--- config.mk ---
export PLATFORM = sky130hd
export DESIGN_NAME = fetch_pc
export DESIGN_NICKNAME = d
export VERILOG_FILES = /design/src/rtl/fetch_pc.sv
export SDC_FILE = /design/constraint.sdc
export NUM_CORES = 1
export LEC_CHECK = 0
export BUFFER_PORTS_ARGS = -buffer_cell sky130_fd_sc_hd__buf_2
export CAP_MARGIN = 10
export CORE_MARGIN = 2
export CORE_UTILIZATION = 30
export DETAILED_ROUTE_END_ITERATION = 16
export PLACE_DENSITY_LB_ADDON = 0.25
export SYNTH_ARGS = -nofsm -noshare
export SYNTH_HDL_FRONTEND = slang
export SYNTH_SLANG_ARGS = --single-unit
--- constraint.sdc ---
create_clock -name clk -period 6.9 [get_ports clk]
set_input_delay 0.69 -clock clk [delete_from_list [all_inputs] [get_ports clk]]
set_output_delay 0.69 -clock clk [all_outputs]
set_load 0.05 [all_outputs]
--- src/rtl/fetch_pc.sv ---
// Program-counter and instruction-fetch sequencer: one outstanding imem request,
// valid/ready delivery to decode, and redirect on resolved branches/jumps.
module fetch_pc #(
  parameter logic [31:0] RESET_ADDR = 32'h0000_0000
) (
  input  logic        clk,
  input  logic        rst,
  input  logic        resolve_valid,
  input  logic [31:0] pc_in,
  input  logic [31:0] branch_out,
  input  logic        jalr_op,
  output logic        redirect_taken,
  output logic        misaligned_err,
  output logic        imem_req,
  output logic [31:0] imem_addr,
  input  logic        imem_gnt,
  input  logic        imem_rvalid,
  input  logic [31:0] imem_rdata,
  output logic        inst_valid,
  input  logic        inst_ready,
  output logic [31:0] inst_out,
  output logic [31:0] pc_out
);

  typedef enum logic [1:0] {IDLE, REQ, WAIT, HOLD} state_t;

  state_t      state_reg, state_next;
  logic [31:0] pc_reg, pc_next;
  logic        kill_reg, kill_next;
  logic [31:0] addr_reg, addr_next;
  logic        inst_valid_reg, inst_valid_next;
  logic [31:0] inst_reg, inst_next;
  logic [31:0] pc_out_reg, pc_out_next;
  logic        redirect_reg, misaligned_reg;

  logic [31:0] target;
  logic        redirect_req;
  logic        redirect;
  logic        misaligned;

  assign target       = jalr_op ? (branch_out & ~32'h1) : (pc_in + branch_out);
  assign redirect_req = resolve_valid && (jalr_op || (branch_out != 32'h4));
  assign redirect     = redirect_req && !target[1];
  assign misaligned   = redirect_req && target[1];

  always_comb begin
    state_next      = state_reg;
    pc_next         = pc_reg;
    kill_next       = kill_reg;
    addr_next       = addr_reg;
    inst_valid_next = inst_valid_reg;
    inst_next       = inst_reg;
    pc_out_next     = pc_out_reg;

    case (state_reg)
      IDLE: begin
        pc_next    = redirect ? target : pc_reg;
        addr_next  = {pc_next[31:2], 2'b00};
        state_next = REQ;
      end

      REQ: begin
        // The address stays on the bus until granted; a redirect only marks it wrong-path.
        kill_next = kill_reg | redirect;
        if (imem_gnt) begin
          state_next = WAIT;
          if (redirect)
            pc_next = target;
          else if (!kill_reg)
            pc_next = pc_reg + 32'h4;
        end else if (redirect) begin
          pc_next = target;
        end
      end

      WAIT: begin
        if (redirect) begin
          pc_next = target;
          if (imem_rvalid) begin
            kill_next  = 1'b0;
            addr_next  = {target[31:2], 2'b00};
            state_next = REQ;
          end else begin
            kill_next = 1'b1;
          end
        end else if (imem_rvalid) begin
          if (kill_reg) begin
            kill_next  = 1'b0;
            addr_next  = {pc_reg[31:2], 2'b00};
            state_next = REQ;
          end else begin
            inst_next       = imem_rdata;
            pc_out_next     = addr_reg;
            inst_valid_next = 1'b1;
            state_next      = HOLD;
          end
        end
      end

      HOLD: begin
        // A coincident transfer has already completed; only the next fetch moves.
        if (redirect) begin
          pc_next         = target;
          inst_valid_next = 1'b0;
          addr_next       = {target[31:2], 2'b00};
          state_next      = REQ;
        end else if (inst_ready) begin
          inst_valid_next = 1'b0;
          addr_next       = {pc_reg[31:2], 2'b00};
          state_next      = REQ;
        end
      end

      default: state_next = IDLE;
    endcase
  end

  always_ff @(posedge clk) begin
    if (rst) begin
      state_reg      <= IDLE;
      pc_reg         <= RESET_ADDR;
      kill_reg       <= 1'b0;
      addr_reg       <= RESET_ADDR;
      inst_valid_reg <= 1'b0;
      inst_reg       <= 32'h0;
      pc_out_reg     <= 32'h0;
      redirect_reg   <= 1'b0;
      misaligned_reg <= 1'b0;
    end else begin
      state_reg      <= state_next;
      pc_reg         <= pc_next;
      kill_reg       <= kill_next;
      addr_reg       <= addr_next;
      inst_valid_reg <= inst_valid_next;
      inst_reg       <= inst_next;
      pc_out_reg     <= pc_out_next;
      redirect_reg   <= redirect;
      misaligned_reg <= misaligned;
    end
  end

  assign imem_req       = (state_reg == REQ);
  assign imem_addr      = addr_reg;
  assign inst_valid     = inst_valid_reg;
  assign inst_out       = inst_reg;
  assign pc_out         = pc_out_reg;
  assign redirect_taken = redirect_reg;
  assign misaligned_err = misaligned_reg;

endmodule

==> key figures, run 1 <==
Clock tree
  • Number of CTS-inserted buffers: 17
  • Skew-Pair Late Insertion Delay: 0.42 ns
  • Number of post-CTS setup repair buffers: 0
  • CTS tree: yes
  • Hold Buf Count CTS: 0
  • Post-CTS resize count: 0
  • Clock sinks: 128
  • Clk root buf: clkbuf_16
  • Clk buf depth: 2
  • H-tree levels: 4
  • Clock-pin slew on the worst setup and hold paths: 0.05 ns

Die
  • Die width: roughly 160 microns
  • IO Count: about 200
  • Initial core utilization: between 30% and 40%
  • Die height: 163 microns
  • Core area: 25,000 sq um
  • Cell row count: 58
  • Die ar.: 26,400 sq um

Detailed routing
  • Initial DRC Count: 568
  • DR pass1 iterations: 5
  • Residual DRC count: 0
  • Vias per cell: about 5.1
  • Total wire length: 23,400 microns
  • Total number of vias: 7,526
  • Post-DRT Antenna Nets: 0
  • Avg WL per Cell: 15.8 microns

Critical path
  • Critical Path AT: 4.20 ns
  • Critical Path Start: jalr_op
  • Worst reg2reg path depth: 9
  • Worst Path Required: 7.21 ns
  • Crit path to: imem_addr[28]$_SDFFE_PP0P_
  • WS Path Type: in2reg
  • Max FO, Critical Path: 57
  • Worst Setup End Kind: register
  • R2R Setup Slk: 4.20 ns
  • Startpoint types: primary input
  • Worst reg2reg startpoint: state_reg[0]$_SDFFE_PP0P_
  • Worst r2r dst: pc_reg[31]$_SDFFE_PP0P_

Placed design
  • Dpl hpwl: 17,500 microns
  • Port Buffers: 198
  • Routability cong.: a little under 0.9
  • Placed Cells: 1,454
  • Post-DP Area: around 8700 sq um

Logic synthesis
  • EDFF count, synth: 0
  • Register area share after synthesis: 34.0%
  • Post-Syn Area per Cell: about 7.7 sq um
  • Ys flop type: dfxtp_1
  • Yosys reg bits: 128
  • Post-synth top area cell: dfxtp_1
  • Number of synthesis warnings: 0
  • Top cells by area, synth: dfxtp_1 34%, nand2_1 9.4%, a21oi_1 7.8%
  • Synth unique cells: 68
  • Mapped Cells: 981
  • Yosys top cell area share: 34.0%
  • Post-synthesis async set-or-reset flop share: 0%
  • Mapped Area: 7550 sq um

STA
  • RSZ-0062 raised after global routing: false
  • Fin crit period: 3.89 ns
  • Final setup TNS: 0 ns
  • Pins Over Slew Limit: 0
  • Peak Freq: 0.257 GHz
  • Tcrit/Tclk final: 56.4%
  • Final setup viols: 0
  • Hold Violations, Final: 0
  • Worst-Margin Slew: approximately 0.96 ns
  • Final setup skew: 0.00687 ns
  • Rel. slew slack: between 30% and 40%

Global routing
  • Gr ovfl total: 0
  • Initial antenna violation count: 0
  • Vias in the first global route: 6,587
  • Total GRT Usage: roughly 17%
  • Pin count of the biggest net entering global routing: 80
  • First-pass GRT wire length: around 36,000 microns

Cells and area
  • Net count reported at finish: around 1,300
  • Synth-to-Final Area Change: 23.1%
  • Max FFs per register: 32
  • Fin cells: around 1,500
  • Fin area: 9290 sq um
  • Layout cells sized above 1: between 20% and 30%
  • N_diodes: 0
  • Finished Core Util: 37.2%
  • Fillers: 2,660

Worst hold path
  • Worst hold path type: reg2reg

Status
  • Status: completed

Power
  • Tot Pwr: around 2.3 mW
  • PwrDens: about 250 nW/um^2
  • Peak VDD IR: 146 uV
  • Pleak: 3.88 nW

Job
  • Max Cap Violations: 0
==> report_power, final <==
group	switching (mW)	internal [mW]
Sequential	0.0506	0.789
Combinational	0.392	0.191
Clock	0.319	0.545
==> logic make-up (layout without fill, tap and decap cells) <==
logic type | after synthesis | after routing | synth area share [%]
flops | 128 | 128 | 34.0
fa+ha+maj | 36 | 36 | 6.07
mux | 9 | 9 | 1.23
simple gates | 391 | 391 | 23.9
xor+xnor | 49 | 49 | 5.69
other cells | 1 | 4 | 0.0497
buf+inv | 80 | 250 | 4.72
compound gates | 287 | 287 | 24.4
==> cell type report <==
cell class / count / area, sq um / area share [%]
tap: 330 / 413 / 4.45
clock buffer: 24 / 472 / 5.08
clock inverter: 6 / 83.8 / 0.902
timing repair buffer: 205 / 1050 / 11.3
inverter: 15 / 56.3 / 0.606
multi-input combinational: 776 / 4660 / 50.1
sequential: 128 / 2560 / 27.6
==> cells in the final DEF, fill, tap and decap left out, types with 4 or more instances in the layout <==
cell type	synthesis	layout
xor2_1	23	23
nand2_1	190	190
nor4_2	4	4
mux2i_1	7	7
a21oi_1	117	117
nor3_1	19	19
or3_1	8	8
conb_1	1	4
a31oi_1	11	11
o21bai_1	4	4
xnor2_1	26	26
o31ai_1	8	8
clkbuf_16	0	17
o211ai_1	12	12
nand3_1	24	23
buf_2	18	197
nor2_1	75	75
a211oi_1	33	32
dfxtp_1	128	128
buf_4	7	8
o21ai_1	5	5
a21o_1	14	14
nor4_1	5	5
nand4_1	16	16
a221oi_1	4	4
nor2b_1	7	7
and3_1	13	12
clkbuf_1	38	5
inv_1	15	15
nand2b_1	9	9
a311oi_1	6	6
ha_1	35	35
and2_1	8	8
o21ai_0	36	36
==> cell usage after synthesis, drive strengths merged (2+ instances only) <==
library cell  instances
mux2i                 7
nor2b                 8
a21boi                3
a221o                 2
o211a                 3
nand3                24
nand4                16
xnor2                26
a21o                 14
and4                  3
buf                  27
a311oi                7
and2                  8
a211o                 3
o21a                  2
a2111o                2
clkbuf               38
nand2               190
ha                   35
nor4b                 2
a31oi                11
o21ai                43
dfxtp               128
inv                  15
a21oi               119
nand2b                9
o211ai               13
a221oi                4
nor4                  9
o21bai                5
o31ai                10
and3                 13
mux2                  2
o22ai                 2
a211oi               35
nor2                 76
or2                   4
or3                   8
nor3                 20
xor2                 23
==> metrics by stage <==
step,worst slack [ns],hold WS [ns]
after global placement,2.79,0.439
after detailed placement,2.65,0.443
final,3.01,0.448
after global routing,2.78,0.467
after floorplan,4.06,0.486
after CTS,3.06,0.451
==> critical path, stage by stage <==
cell and delay [ns]:
buf_2 0.41, nor4_1 0.44, nand4_1 0.15, o31ai_2 0.35, nor2b_4 0.06, buf_4 0.30, nor3b_4 0.30, a211o_1 0.53
buf_4 0.41, or3_1 0.16, o21ai_1 0.06, a311oi_1 0.27
==> worst min path at each step <==
stage,from,to,depth (start not counted)
after floorplan,state_reg[0]$_SDFFE_PP0P_,state_reg[0]$_SDFFE_PP0P_,2
after global placement,inst_out[8]$_SDFFE_PP0P_,inst_out[8]$_SDFFE_PP0P_,2
after detailed placement,inst_out[0]$_SDFFE_PP0P_,inst_out[0]$_SDFFE_PP0P_,2
after CTS,inst_out[0]$_SDFFE_PP0P_,inst_out[0]$_SDFFE_PP0P_,2
after global routing,pc_out[14]$_SDFFE_PP0P_,pc_out[14]$_SDFFE_PP0P_,2
final,pc_out[5]$_SDFFE_PP0P_,pc_out[5]$_SDFFE_PP0P_,2
==> metal layers <==
metal  GRT usage [%]  vias to the layer above  wire, microns
met5               0                        -              0
met4            5.07                        0            213
met3            2.34                       13           1360
met2            24.6                      251           9750
met1            26.8                     3454          12100
li1                -                     3808              -
Note: power is estimated with default switching activity, not from simulation.
==> run 2: changes to the inputs <==
clock period = 3.15 ns   (was 6.9 ns; I/O delays follow)
==> key figures, run 2 (synthesized netlist as in run 1, its figures left out) <==
STA
  • Tcrit/Tclk final: between 80% and 90%
  • Rel. slew slack: 29.9%
  • Final setup TNS: 0 ns
  • Hold Violations, Final: 0
  • Fin crit period: roughly 2.8 ns
  • Final setup skew: ~0.011 ns
  • Setup ws final: 0.386 ns
  • Final setup viols: 0
  • Peak Freq: 0.362 GHz
  • Worst-Margin Slew: 1.05 ns
  • RSZ-0062 raised after global routing: false
  • Pins Over Slew Limit: 0

Detailed routing
  • Total wire length: approximately 23,000 microns
  • Initial DRC Count: 582
  • DR pass1 iterations: 5
  • Vias per cell: 4.99
  • Post-DRT Antenna Nets: 0
  • Avg WL per Cell: about 16 microns
  • Total number of vias: 7,512
  • Residual DRC count: 0

Power
  • PwrDens: 535 nW/um^2
  • Power share of the combinational group: 25.8%
  • Tot Pwr: around 5.1 mW
  • Register share of total power: 36.1%
  • Pleak: approximately 4 nW
  • Switching share of total power: 33.2%
  • Switch Pwr: 1.69 mW
  • Pint: 3.40 mW
  • Peak VDD IR: just under 300 uV
  • Clk pwr share: 38.1%

Critical path
  • Slowest stage delay, CP: 0.86 ns
  • Max FO, Critical Path: 16
  • Critical Path AT: ~3.1 ns
  • WS Path Type: in2reg
  • Startpoint types: primary input
  • Worst Path Required: 3.47 ns
  • Worst-path cell chain: buf_2 > inv_1 > fa_1 > nor2_1 > a21oi_1 > nor2b_4 > nand2_1 > a211oi_2 > buf_4 > o21ai_1 > a311oi_1
  • Worst Setup End Kind: register
  • Crit path max-delay cell type: a211oi_2

Status
  • Status: completed

Die
  • Core area: 25,000 sq um
  • Die ar.: 26,400 sq um
  • Die width: 163 microns
  • Initial core utilization: 30.2%
  • Cell row count: 58
  • IO Count: 203
  • Die height: about 160 microns

Cells and area
  • Net count reported at finish: 1,300
  • Max FFs per register: 32
  • Layout cells sized above 1: 24.4%
  • Finished Core Util: between 30% and 40%
  • Synth-to-Final Area Change: 26.1%
  • Commonest non-fill, non-tap cell in the layout: buf_2
  • Commonest non-fill, non-tap cells in the layout: 197 x buf_2, 190 x nand2_1, 128 x dfxtp_1, 117 x a21oi_1, 75 x nor2_1
  • N_diodes: 0

Clock tree
  • Clk buf depth: 2
  • Clock sinks: 128
  • Hold Buf Count CTS: 0
  • Clock-pin slew on the worst setup and hold paths: 0.06 ns
  • Post-CTS resize count: 0
  • CTS tree: yes
  • Number of CTS-inserted buffers: 17
  • Skew-Pair Late Insertion Delay: 0.42 ns
  • H-tree levels: 4
  • Clk root buf: clkbuf_16
  • Number of post-CTS setup repair buffers: 0

Global routing
  • Vias in the first global route: 6,722
  • First-pass GRT wire length: 36,300 microns
  • Total GRT Usage: 17.3%
  • Pin count of the biggest net entering global routing: 63
  • Initial antenna violation count: 0
  • Gr ovfl total: 0

Placed design
  • Pre-CTS WS: -0.0695 ns
  • Port Buffers: between 150 and 200
  • Dpl hpwl: 17,800 microns
  • Routability cong.: 0.881

Worst hold path
  • Worst hold path type: in2reg

Job
  • Max Cap Violations: 0
-- run 2: changes by cell type in the layout (fill, tap and decap cells not counted) --
cell | before | now
buf_12 | 0 | 5
buf_4 | 8 | 21
clkbuf_1 | 5 | 2
clkbuf_8 | 2 | 3
clkinv_2 | 3 | 5
clkinv_4 | 1 | 2
clkinvlp_4 | 0 | 1
-- run 2: per-stage QoR --
stage | hold slack, ns | std cells | area [sq um]
2_1_floorplan | 0.431 | 984 | 7560
4_1_cts | 0.115 | 1504 | 9520
5_1_grt | 0.109 | 1504 | 9520
3_5_place_dp | 0.445 | 1472 | 8930
3_3_place_gp | 0.438 | 1472 | 8930
6_report | 0.138 | 1504 | 9520
-- run 2: cell type report --
| cell class | count | area, sq um |
|---|---|---|
| sequential | 128 | 2560 |
| multi-input combinational | 776 | 4660 |
| clock buffer | 22 | 474 |
| tap | 330 | 413 |
| timing repair buffer | 223 | 1240 |
| inverter | 15 | 56.3 |
| fill | 2662 | 15400 |
| clock inverter | 10 | 110 |
-- run 2: path summary, 6_finish.rpt --
check / from / to / slack, ns / cells past startpoint
max reg2reg: state_reg[0]$_SDFFE_PP0P_ / imem_addr[27]$_SDFFE_PP0P_ / 0.63 / 7
min reg2reg: inst_out[27]$_SDFFE_PP0P_ / inst_out[27]$_SDFFE_PP0P_ / 0.45 / 2
max: pc_in[1] / imem_addr[27]$_SDFFE_PP0P_ / 0.39 / 11
min: imem_rdata[22] / inst_out[22]$_SDFFE_PP0P_ / 0.14 / 3
-- run 2: critical path, delay by kind of cell --
| kind | cells | cell delay (ns) |
|---|---|---|
| AOI/OAI and AO/OA | 4 | 1.39 |
| adders and majority gates | 1 | 0.53 |
| buffers and inverters | 3 | 0.42 |
| and+or+nand+nor | 3 | 0.41 |
-- run 2: power groups by stage --
stage | clock [mW] | combinational [mW] | sequential [mW]
after detailed placement | 0 | 1.31 | 1.87
after CTS | 1.99 | 1.31 | 1.84
after floorplan | 0 | 0.728 | 2.05
final | 1.94 | 1.31 | 1.83
after global placement | 0 | 1.31 | 1.87
after global routing | 2.06 | 1.44 | 1.85
-- run 2: routing by layer --
metal | GRT usage (%) | vias to the layer above | wire length, microns
met3 | 3.51 | 16 | 1230
met5 | 0 | - | 0
met4 | 3.94 | 0 | 248
met2 | 25.0 | 209 | 9700
li1 | - | 3849 | -
met1 | 26.2 | 3438 | 12200
